File: config.mk
export PLATFORM = sky130hd
export DESIGN_NAME = mp_add_seq
export DESIGN_NICKNAME = d
export VERILOG_FILES = /design/src/rtl/mp_add_pkg.sv /design/src/rtl/mp_add_seq_word_add.sv /design/src/rtl/mp_add_seq.sv
export SDC_FILE = /design/constraint.sdc
export NUM_CORES = 1
export LEC_CHECK = 0
export CORE_MARGIN = 1
export CORE_UTILIZATION = 50
export DETAILED_ROUTE_END_ITERATION = 10
export PLACE_DENSITY = 0.8
export SETUP_SLACK_MARGIN = 0.15
export SLEW_MARGIN = 25
export SYNTH_ARGS = -nofsm -noshare
export SYNTH_HDL_FRONTEND = slang
export SYNTH_SLANG_ARGS = --single-unit
File: constraint.sdc
create_clock -name clk -period 19.4 [get_ports clk]
set_input_delay 3.88 -clock clk [delete_from_list [all_inputs] [get_ports clk]]
set_output_delay 3.88 -clock clk [all_outputs]
set_load 0.01 [all_outputs]
File: src/rtl/mp_add_pkg.sv
// mp_add_pkg: shared types and defaults for the multi-precision add sequencer.
//   state_t     - sequencer states (IDLE, RUN, DONE)
//   DEF_WIDTH   - default word width fed to the word adder
//   DEF_WORDS   - default number of words per operand
package mp_add_pkg;

  typedef enum logic [1:0] {
    IDLE = 2'd0,
    RUN  = 2'd1,
    DONE = 2'd2
  } state_t;

  localparam int DEF_WIDTH = 32;
  localparam int DEF_WORDS = 4;

endpackage

File: src/rtl/mp_add_seq_word_add.sv
// word_add: combinational WIDTH-bit ripple-carry adder built from full-adder cells.
// Ports:
//   a, b  in  WIDTH  addend words
//   cin   in  1      carry into bit 0
//   sum   out WIDTH  sum word
//   cout  out 1      carry out of the top bit
module word_add #(
  parameter int WIDTH = 32
) (
  input  logic [WIDTH-1:0] a,
  input  logic [WIDTH-1:0] b,
  input  logic             cin,
  output logic [WIDTH-1:0] sum,
  output logic             cout
);

  logic [WIDTH:0] c;

  assign c[0] = cin;

  for (genvar i = 0; i < WIDTH; i++) begin : g_fa
    assign sum[i]   = a[i] ^ b[i] ^ c[i];
    assign c[i + 1] = (a[i] & b[i]) | (a[i] & c[i]) | (b[i] & c[i]);
  end

  assign cout = c[WIDTH];

endmodule

File: src/rtl/mp_add_seq.sv
// mp_add_seq: WORDS x WIDTH-bit adder that reuses one WIDTH-bit word adder,
// processing one word per clock from LSW to MSW with a registered carry chain.
// Optional feature: define MP_ADD_SUB_EN to add the 'sub' input (s = a - b).
// Ports:
//   clk    in  1            rising-edge clock
//   rst    in  1            synchronous active-high reset
//   start  in  1            request pulse, honoured only in IDLE
//   a, b   in  WIDTH*WORDS  operands, captured on the accepted start
//   ci     in  1            carry into word 0, captured on the accepted start
//   sub    in  1            (MP_ADD_SUB_EN only) subtract select, captured with start
//   busy   out 1            high in RUN and DONE
//   done   out 1            one-cycle pulse when s/co are valid
//   s      out WIDTH*WORDS  registered sum
//   co     out 1            registered carry out of the MSW (1 = no borrow when subtracting)
//
// state | meaning
// IDLE  | waiting for start; s/co hold last result
// RUN   | adding word k, one word per cycle
// DONE  | result valid, done pulse for one cycle
module mp_add_seq import mp_add_pkg::*; #(
  parameter int WIDTH = DEF_WIDTH,
  parameter int WORDS = DEF_WORDS
) (
  input  logic                   clk,
  input  logic                   rst,
  input  logic                   start,
  input  logic [WIDTH*WORDS-1:0] a,
  input  logic [WIDTH*WORDS-1:0] b,
  input  logic                   ci,
`ifdef MP_ADD_SUB_EN
  input  logic                   sub,
`endif
  output logic                   busy,
  output logic                   done,
  output logic [WIDTH*WORDS-1:0] s,
  output logic                   co
);

  localparam int N  = WIDTH * WORDS;
  localparam int KW = $clog2(WORDS);
  localparam logic [KW-1:0] K_LAST = KW'(WORDS - 1);

  state_t         state, state_nx;
  logic [KW-1:0]  k;
  logic           cr;
  logic [N-1:0]   a_r, b_r;
  logic [N-1:0]   b_load;
  logic           cr_load;
  logic [WIDTH-1:0] a_w, b_w, w;
  logic           c;

  // Subtraction is folded into capture: store ~b and seed the carry with 1.
`ifdef MP_ADD_SUB_EN
  assign b_load  = sub ? ~b : b;
  assign cr_load = sub ? 1'b1 : ci;
`else
  assign b_load  = b;
  assign cr_load = ci;
`endif

  assign a_w = a_r[int'(k) * WIDTH +: WIDTH];
  assign b_w = b_r[int'(k) * WIDTH +: WIDTH];

  word_add #(.WIDTH(WIDTH)) u_word_add (
    .a    (a_w),
    .b    (b_w),
    .cin  (cr),
    .sum  (w),
    .cout (c)
  );

  always_ff @(posedge clk) begin
    if (rst) state <= IDLE;
    else     state <= state_nx;
  end

  always_comb begin
    state_nx = state;
    busy     = 1'b0;
    done     = 1'b0;
    case (state)
      IDLE: if (start) state_nx = RUN;
      RUN: begin
        busy = 1'b1;
        if (k == K_LAST) state_nx = DONE;
      end
      DONE: begin
        busy     = 1'b1;
        done     = 1'b1;
        state_nx = IDLE;
      end
      default: state_nx = IDLE;
    endcase
  end

  always_ff @(posedge clk) begin
    if (rst) begin
      k   <= '0;
      cr  <= 1'b0;
      a_r <= '0;
      b_r <= '0;
      s   <= '0;
      co  <= 1'b0;
    end else begin
      case (state)
        IDLE: begin
          if (start) begin
            a_r <= a;
            b_r <= b_load;
            cr  <= cr_load;
            k   <= '0;
          end
        end
        RUN: begin
          s[int'(k) * WIDTH +: WIDTH] <= w;
          cr <= c;
          // k holds at the last word so it never leaves 0..WORDS-1.
          if (k == K_LAST) co <= c;
          else             k  <= k + 1'b1;
        end
        default: ;
      endcase
    end
  end

endmodule

* Yosys cells after proc, flatten, opt, wreduce, memory -nomap -nowiden
Cells that the tools add are included.
** Word-level totals
- Bits in registers :: 390
- ROM bits :: 0
- Word-level logic and storage cells :: 262
- RAM bits :: 0
- Memories kept :: 0
- Output and inout bits :: 131
- Bits in latches :: 0
** Cells by class
- Divide/modulo/power cells :: 0
- Reductions and logical operators :: 8
- Multiplexer cells :: 11
- Add/subtract/negate cells :: 2
- Equal/unequal tests :: 6
- Shift operators :: 4
- Multipliers :: 0
- Bitwise gates (word level) :: 224
- Order comparisons :: 0
** Operator list (number)
- 128-bit by 8-bit variable part select with 32-bit output :: 2
- 128-bit bitwise mux :: 1
- 32-bit by 33-bit variable shift with 128-bit output, first input constant :: 1
- 32-bit by 33-bit variable part select with 128-bit output :: 1
- 1-bit AND :: 96
- 1-bit OR :: 64
- 1-bit XOR :: 64
- 7-bit negator with 33-bit output :: 1
- 2-bit 2-to-1 mux :: 4
- 2-bit one-hot mux with 2 select lines :: 2
- 2-bit AND reduction :: 4
- 2-bit != test, second input constant :: 3
- 2-bit equality test, second input constant :: 2
- 1-bit 2-to-1 mux :: 3
- 3-bit AND reduction :: 1
- 2-bit by 1-bit adder with 2-bit output, second input constant :: 1
- 2-bit by 1-bit equality test with 1-bit output, second input constant :: 1
- 2-bit zero test :: 1
- 1-bit one-hot mux with 2 select lines :: 1
- 2-bit nonzero test :: 1
- 2-bit OR reduction :: 1

* Longest topological paths before layout
Gate-level depths: netlist of run 1.
- Depth after elaboration :: 98
- Depth in mapped cells :: 40

* By module
Synthesis of run 1 repeated with hierarchy kept, for this count alone.
** Second synthesis, totals
- Cells, all modules :: 1672
- Area total of the unflattened synthesis :: 15592.5 µm²
** By module, submodules not included
- mp_add_seq :: times used 1, area an instance 14914.3 µm², sequential area each 7807.5 µm², cells an instance 1630
- word_add :: times used 1, area an instance 678.2 µm², sequential area each 0.0 µm², cells an instance 42

* Worst setup path before layout of run 1
Ideal clock, no wire load.
- Path kind :: register to register
- Start point :: reg k[1]
- End point :: reg s[127]
- Stages on the path, launching flop included :: 40
- Arrival time :: 13458 ps
- Slack :: 5814 ps
- Path through :: dfxtp_1 > buf_2 > clkbuf_1 > mux4_2 > inv_1 > fa_1 > fa_1 > fa_1 > fa_1 > fa_1 > fa_1 > fa_1 > fa_1 > fa_1 > fa_1 > fa_1 > fa_1 > fa_1 > [... 4 more ...] > fa_1 > fa_1 > fa_1 > fa_1 > fa_1 > fa_1 > fa_1 > fa_1 > fa_1 > fa_1 > fa_1 > fa_1 > fa_1 > inv_1 > fa_1 > nand3_1 > a2bb2oi_1 > nor2_1
** On the way
- Word-level cells in the longest chain between the ends :: 97
- Elaborated cells between the ends (all ways) :: 225
- Those cells by class :: add/sub (1); shift (4); mux (1); bitwise (219)
** RTL lines
- start, declared :: line mp_add_seq.sv:44 : logic [KW-1:0] k;
- start signal, assigned :: line mp_add_seq.sv:119 : else k <= k + 1'b1;
- 128-bit by 8-bit variable part select with 32-bit output (on tied branches) :: line mp_add_seq.sv:61, mp_add_seq.sv:62
- 1-bit AND :: line mp_add_seq_word_add.sv:23 : assign c[i + 1] = (a[i] & b[i]) | (a[i] & c[i]) | (b[i] & c[i]);
- 1-bit OR (2 in a row) :: line mp_add_seq_word_add.sv:23
- 1-bit AND :: line mp_add_seq_word_add.sv:23
- 1-bit OR (2 in a row) :: line mp_add_seq_word_add.sv:23
- 1-bit AND :: line mp_add_seq_word_add.sv:23
- 1-bit OR (2 in a row) :: line mp_add_seq_word_add.sv:23
- 1-bit AND :: line mp_add_seq_word_add.sv:23
- [... 75 more ...]
- 1-bit OR (2 in a row) :: line mp_add_seq_word_add.sv:23
- 1-bit AND :: line mp_add_seq_word_add.sv:23
- 1-bit OR (2 in a row) :: line mp_add_seq_word_add.sv:23
- 1-bit AND :: line mp_add_seq_word_add.sv:23
- 1-bit OR (2 in a row) :: line mp_add_seq_word_add.sv:23
- 1-bit XOR :: line mp_add_seq_word_add.sv:22 : assign sum[i] = a[i] ^ b[i] ^ c[i];
- 32-bit by 33-bit variable part select with 128-bit output :: line mp_add_seq.sv:115 : s[int'(k) * WIDTH +: WIDTH] <= w;
- 128-bit bitwise mux * :: line mp_add_seq.sv:115
- end signal, assigned by index :: line mp_add_seq.sv:115
- end, declared :: line mp_add_seq.sv:35 : output logic [WIDTH*WORDS-1:0] s,
Mark *: on every way between the ends. The rest lies on a longest branch, timed or not.
A chain may end at the register's enable or synchronous reset.

* Worst setup path in the final report of run 1
- Start point :: reg k[0]
- End point :: reg s[127]
The elaborated chain is that of the path after synthesis.

==> run_results.csv, run 1 <==
group,metric,value,unit
outcome,status,"completed",
logic_synthesis,syn_area_per_cell,8.668,µm²
cts,cts_resized,0,
die,die_x,182.4,µm
flow_run,cap_violations,0,
grt,grt_pass1_vias,14042,
critical_path,critPathRequiredTime,19.76,ns
die,start_util,51.17,%
critical_path,cp-start-kind,"flop",
cts,clk_pin_slew,0.06,ns
sta,holdWs,0.4503,ns
logic_synthesis,synth_compound_area_share,13.37,%
grt,grt_overflow,0,
routing,drc,0,
grt,antenna_found_initial,8,
sta,finalSetupTns,0,ns
cts,cts-root-buf,"clkbuf_16",
logic_synthesis,synth_xor_area_share,0,%
logic_synthesis,ys_seq_area_share,47.99,%
cts,cts.sinks,390,
grt,grt_pass1_wl,75620,µm
sta,finalCritPeriodShare,77.68,%
routing,wl_per_cell,18.83,µm
final_layout,nets,2469,
final_layout,n_fill_cell,2440,
worst_hold_path,hp-class,"reg -> reg",
sta,max_freq,66.36,MHz
cts,clk-insertion-delay-late,0.52,ns
cts,cts_buffers,40,
final_layout,drive_above_1_share,6.481,%
critical_path,cp_max_fo,50,
final_layout,areaGrowthSynthToFinish,32.09,%
logic_synthesis,syn_inst,1877,
logic_synthesis,yosys_warnings,0,
final_layout,final_cells,2634,
logic_synthesis,muxShareOfSynthArea,8.990,%
sta,fin_crit,15.07,ns
critical_path,worstSetupPathType,"reg -> reg",
sta,clock_skew,0.01294,ns
die,die_h,182.4,µm
logic_synthesis,syn-num-nets,2178,
logic_synthesis,yosys.area.top_type_share,47.99,%
logic_synthesis,synthAdderAreaFrac,4.629,%
die,core_area,0.03180,mm²
die,rows,65,
routing,detail-route-antenna-nets,0,
critical_path,worst_ep_arrival_time,15.43,ns
logic_synthesis,synth-edff-count,0,
critical_path,cpMostUsedCell,"fa_1",
power_and_ir_drop,p_per_area,87.06,mW/mm²
logic_synthesis,yosysTopAreaCell,"dfxtp_1",
sta,hold_viol,0,
cts,ctsHtreeMaxLevel,2,
place,dp.cells,2559,
sta,setup_viol_count_final,0,
power_and_ir_drop,vdd_drop_max,0.00006242,V
grt,grt_usage,29.25,%
cts,post_cts_buffers,0,
logic_synthesis,async_flop_share,0,%
logic_synthesis,synthFlopType,"dfxtp_1",
logic_synthesis,synth_top_family_by_area,"simple AND/OR/NAND/NOR gates",
logic_synthesis,ys_seq_elements,390,
routing,vias,14617,
sta,slew_violations,0,
routing,wirelength,49590,µm
die,die_area,0.03327,mm²
critical_path,worstSetupEndpointType,"flop",
cts,clock_path_buffers,3,
grt,grt_start_max_net_pins,220,
sta,slew_headroom,30.25,%
power_and_ir_drop,p_leak,7.496,nW
sta,worst_slew_pin_slew,1.046,ns
cts,cts_tree,"yes",
critical_path,cpPeakStageDelay,0.68,ns
logic_synthesis,synthTopCellsByArea,"dfxtp_1 (48%), nand2_1 (13%), a21oi_1 (9.8%)",
logic_synthesis,ys_types,32,
critical_path,slowest_stage,"buf_4",
routing,drt_iter0_markers,1381,
logic_synthesis,netlist_area,0.01627,mm²
place,hpwlAfterDp,35450,µm
logic_synthesis,yosys.area_share.simple,19.51,%
sta,rsz0062_at_grt,"false",
die,top_level_ports,391,
routing,drt-vias-per-instance,5.549,
place,gp_congestion,0.8720,
cts,hold_buffers,0,
place,io_buffers,390,
final_layout,fin_util,67.59,%
routing,firstDrtPassIters,8,
==> routing by layer <==
metal	track usage, %	routed length (µm)	up-vias
met4	14.15	2169	0
met1	37.66	19830	6951
met2	48.34	23920	714
met5	0	0	-
met3	4.370	3663	111
li1	-	-	6841
==> Yosys cell counts (2+ instances only) <==
| library cell | count |
|---|---|
| a22oi_1 | 60 |
| dfxtp_1 | 390 |
| nand2b_1 | 2 |
| inv_1 | 69 |
| a21oi_1 | 320 |
| nand3_1 | 3 |
| and3b_1 | 4 |
| a2bb2oi_1 | 2 |
| ha_1 | 9 |
| clkbuf_1 | 105 |
| buf_2 | 43 |
| mux4_2 | 64 |
| a32oi_1 | 4 |
| fa_1 | 32 |
| nor3b_1 | 31 |
| o21ai_0 | 5 |
| a31oi_1 | 2 |
| nor2b_1 | 4 |
| nor2_1 | 67 |
| or3_1 | 60 |
| and2_1 | 2 |
| nand2_1 | 580 |
| buf_1 | 8 |
| nand4_1 | 3 |
==> worst paths after layout <==
path,start,end,slack (ns),cells after the start
worst max register to register,k[0],s[127],4.33,39
worst max-delay path,k[0],s[127],4.33,39
worst min register to register,s[50],s[50],0.45,2
worst min-delay path,s[50],s[50],0.45,2
==> cell families after synthesis <==
| logic type | Yosys count |
|---|---|
| flip-flops | 390 |
| AND/OR/NAND/NOR | 758 |
| adder cells (fa/ha/maj) | 41 |
| buffers and inverters | 225 |
| multiplexers | 66 |
| AO/OA/AOI/OAI | 397 |
==> report_power, final <==
part | internal, mW | switching [mW] | total (mW)
clock | 0.418 | 0.304 | 0.722
sequential | 0.842 | 0.0255 | 0.867
combinational | 0.126 | 0.156 | 0.282
==> through the flow <==
step	instance area [µm²]	worst slack [ns]	total power, mW
2_1_floorplan	16270	5.814	1.032
5_1_grt	21490	3.721	1.937
3_5_place_dp	20220	4.386	1.162
6_report	21490	4.330	1.871
4_1_cts	21420	4.342	1.874
3_3_place_gp	20220	4.514	1.155
==> worst max-delay path: cells and delay by family, from the launching register on <==
kind / cells / cell delay, ns
flops: 1 / 0.65
fa+ha+maj: 32 / 12.63
compound gates: 1 / 0.16
simple gates: 2 / 0.18
buf+inv: 3 / 0.80
mux: 1 / 0.39
==> cell type report <==
cell class	count	area, µm²	share of cell area (%)
antenna	8	20.02	0.09315
clock inverter	8	66.31	0.3086
clock buffer	57	1136	5.286
multi-input combinational	1262	7590	35.31
tap	435	544.3	2.532
inverter	69	259.0	1.205
timing repair buffer	405	4061	18.90
sequential	390	7815	36.36
==> sequential cells by signal (all words and copies together), names as in the netlist <==
signal  count
k           2
a_r       128
cr          1
state       2
s         128
b_r       128
co          1
==> cells in the final DEF, fill, tap and decap left out, types with 31 or more instances in the layout <==
cell / instances
a21oi_1: 320
a22oi_1: 60
clkbuf_16: 41
clkdlybuf4s50_1: 389
dfxtp_1: 388
fa_1: 32
inv_1: 69
mux4_2: 64
nand2_1: 577
nor2_1: 67
nor3b_1: 31
or3_1: 60
Power figures use the tool's default switching activity.
==> run 2, diff against run 1 <==
--- a/config.mk
+++ b/config.mk
@@ -6,9 +6,9 @@
 export NUM_CORES = 1
 export LEC_CHECK = 0
 export CORE_MARGIN = 1
-export CORE_UTILIZATION = 50
+export CORE_UTILIZATION = 45
 export DETAILED_ROUTE_END_ITERATION = 10
-export PLACE_DENSITY = 0.8
+export PLACE_DENSITY = 0.76
 export SETUP_SLACK_MARGIN = 0.15
 export SLEW_MARGIN = 25
 export SYNTH_ARGS = -nofsm -noshare
==> constraint.sdc (replaced) <==
create_clock -name clk -period 13.2 [get_ports clk]
set_input_delay 2.64 -clock clk [delete_from_list [all_inputs] [get_ports clk]]
set_output_delay 2.64 -clock clk [all_outputs]
set_load 0.01 [all_outputs]
==> run 2 against run 1 <==
Compared with the run above:
- sequential power increased by 46%
- clock skew increased by 0.0014 ns
- sequential share of layout area decreased by 0.51 points
==> run_results.csv, run 2 (synthesis results as in run 1) <==
group,metric,value,unit
place,gp_congestion,0.8631,
sta,fin_crit,12.75,ns
cts,cts_buffers,41,
cts,cts_tree,"yes",
routing,detail-route-antenna-nets,0,
grt,grt_pass1_wl,77420,µm
sta,rsz0062_at_grt,"false",
final_layout,nets,2480,
outcome,status,"completed",
final_layout,design_area,0.02180,mm²
critical_path,startpoint,"k[0]",
die,top_level_ports,391,
routing,wirelength,51200,µm
worst_hold_path,hp-class,"reg -> reg",
cts,clk-insertion-delay-late,0.53,ns
power_and_ir_drop,p_leak,7.636,nW
critical_path,cpPeakStageDelay,0.46,ns
critical_path,r2r_cells,38,
sta,slew_violations,0,
final_layout,n_fill_cell,3053,
critical_path,r2r_slack,0.45,ns
sta,clock_skew,0.01434,ns
critical_path,slowest_stage,"fa_2",
routing,wl_per_cell,19.11,µm
sta,slew_headroom,34.26,%
place,hpwlAfterDp,37150,µm
final_layout,drive_above_1_share,8.725,%
grt,grt_overflow,0,
worst_hold_path,holdPathEnd,"s[118]",
cts,cts-root-buf,"clkbuf_16",
worst_hold_path,min_from,"s[118]",
grt,antenna_found_initial,8,
place,place_area,0.02035,mm²
sta,hold_viol,0,
routing,firstDrtPassIters,6,
place,pre_cts_ws,-0.2078,ns
sta,holdWs,0.4480,ns
final_layout,mostFrequentLayoutCell,"nand2_1",
final_layout,areaGrowthSynthToFinish,33.97,%
die,start_util,45.74,%
cts,clk_pin_slew,0.06,ns
cts,hold_buffers,0,
flow_run,cap_violations,0,
critical_path,rr_endpoint,"s[127]",
routing,drt_iter0_markers,1168,
sta,setup_viol_count_final,0,
sta,worst_slew_pin_slew,0.9861,ns
critical_path,cp_max_fo,6,
grt,grt_usage,27.32,%
sta,finalCritPeriodShare,96.61,%
critical_path,cp-start-kind,"flop",
grt,grt_pass1_vias,13969,
critical_path,cpMostUsedCell,"fa_2",
cts,ctsHtreeMaxLevel,2,
sta,worst_slack,0.4477,ns
critical_path,critPathRequiredTime,13.58,ns
routing,drt-vias-per-instance,5.430,
routing,drc,0,
power_and_ir_drop,power,2.866,mW
final_layout,most-common-layout-cells,"nand2_1 (578), clkdlybuf4s50_1 (389), dfxtp_1 (388)",
cts,cts.sinks,390,
critical_path,worstSetupPathType,"reg -> reg",
power_and_ir_drop,p_per_area,131.5,mW/mm²
die,rows,69,
critical_path,worstSetupEndpointType,"flop",
routing,vias,14547,
die,core_area,0.03557,mm²
place,io_buffers,390,
grt,grt_start_max_net_pins,134,
power_and_ir_drop,vdd_drop_max,0.00009159,V
die,die_x,192.2,µm
sta,max_freq,78.42,MHz
critical_path,reg2reg_from,"k[0]",
worst_hold_path,whs_path_depth,2,
cts,clock_path_buffers,3,
die,die_area,0.03692,mm²
die,die_h,192.2,µm
critical_path,worst_ep_arrival_time,13.13,ns
final_layout,reg_top3,"a_r x128, b_r x128, s x128",
[run 2: changes by cell type in the layout (fill, tap and decap cells not counted), moves of 5 or more]
cell / delta
fa_2: +26
fa_1: -26
buf_4: +12
clkbuf_1: -5
clkinv_2: +8
[run 2: per-stage QoR]
| step | TNS, ns | cells | utilization [%] |
|---|---|---|---|
| global route | 0 | 2677 | 61.27 |
| global placement | -0.04161 | 2596 | 57.20 |
| detailed placement | -0.5957 | 2596 | 57.20 |
| finish | 0 | 2679 | 61.28 |
| CTS | 0 | 2672 | 61.13 |
| floorplan | 0 | 1877 | - |
[run 2: worst max-delay path by stage]
stage | endpoint | slack, ns | depth (start not counted)
after floorplan | s[127] | 0.19 | 40
after global placement | s[127] | -0.04 | 38
after detailed placement | s[127] | -0.21 | 38
after CTS | s[127] | 0.16 | 38
after global routing | s[127] | 0.15 | 38
final | s[127] | 0.45 | 38
[run 2: what timing repair did]
action | 4_1_cts | 5_1_grt
buffers inserted | 0 | 0
gates resized for setup | 7 | 7
pin swaps | 1 | 0
setup endpoints to repair | 9 | 7
[run 2: final cells by class]
class	count	area, µm²	share of cell area, %
Clock inverter	20	185.2	0.8495
Multi-Input combinational cell	1262	7647	35.08
Clock buffer	56	1195	5.482
Sequential cell	390	7815	35.85
Tap cell	461	576.8	2.646
Timing Repair Buffer	415	4104	18.83
Inverter	69	259.0	1.188
Antenna cell	6	15.01	0.06888
[run 2: worst max-delay path, delay by kind of cell, from the launching register on]
kind,cells,cell delay [ns]
AOI/OAI and AO/OA,1,0.16
adders and majority gates,32,11.40
buffers and inverters,2,0.14
DFF,1,0.37
muxes,1,0.35
and+or+nand+nor,2,0.15
[run 2: routing by layer]
layer	up-vias	part of all wire, %	global-route usage, %	routed length (µm)
li1	6881	-	-	-
met5	-	0.045	0	23
met2	651	48	44.33	24460
met1	6886	40	35.49	20480
met3	125	7.8	4.513	3998
met4	4	4.4	12.75	2239
[run 2: where the power goes]
part           internal [mW]  switching, mW  leakage [nW]
clock                  0.695          0.474         0.694
sequential              1.24         0.0323          3.19
combinational          0.191          0.236          3.76
total                   2.12          0.742          7.64
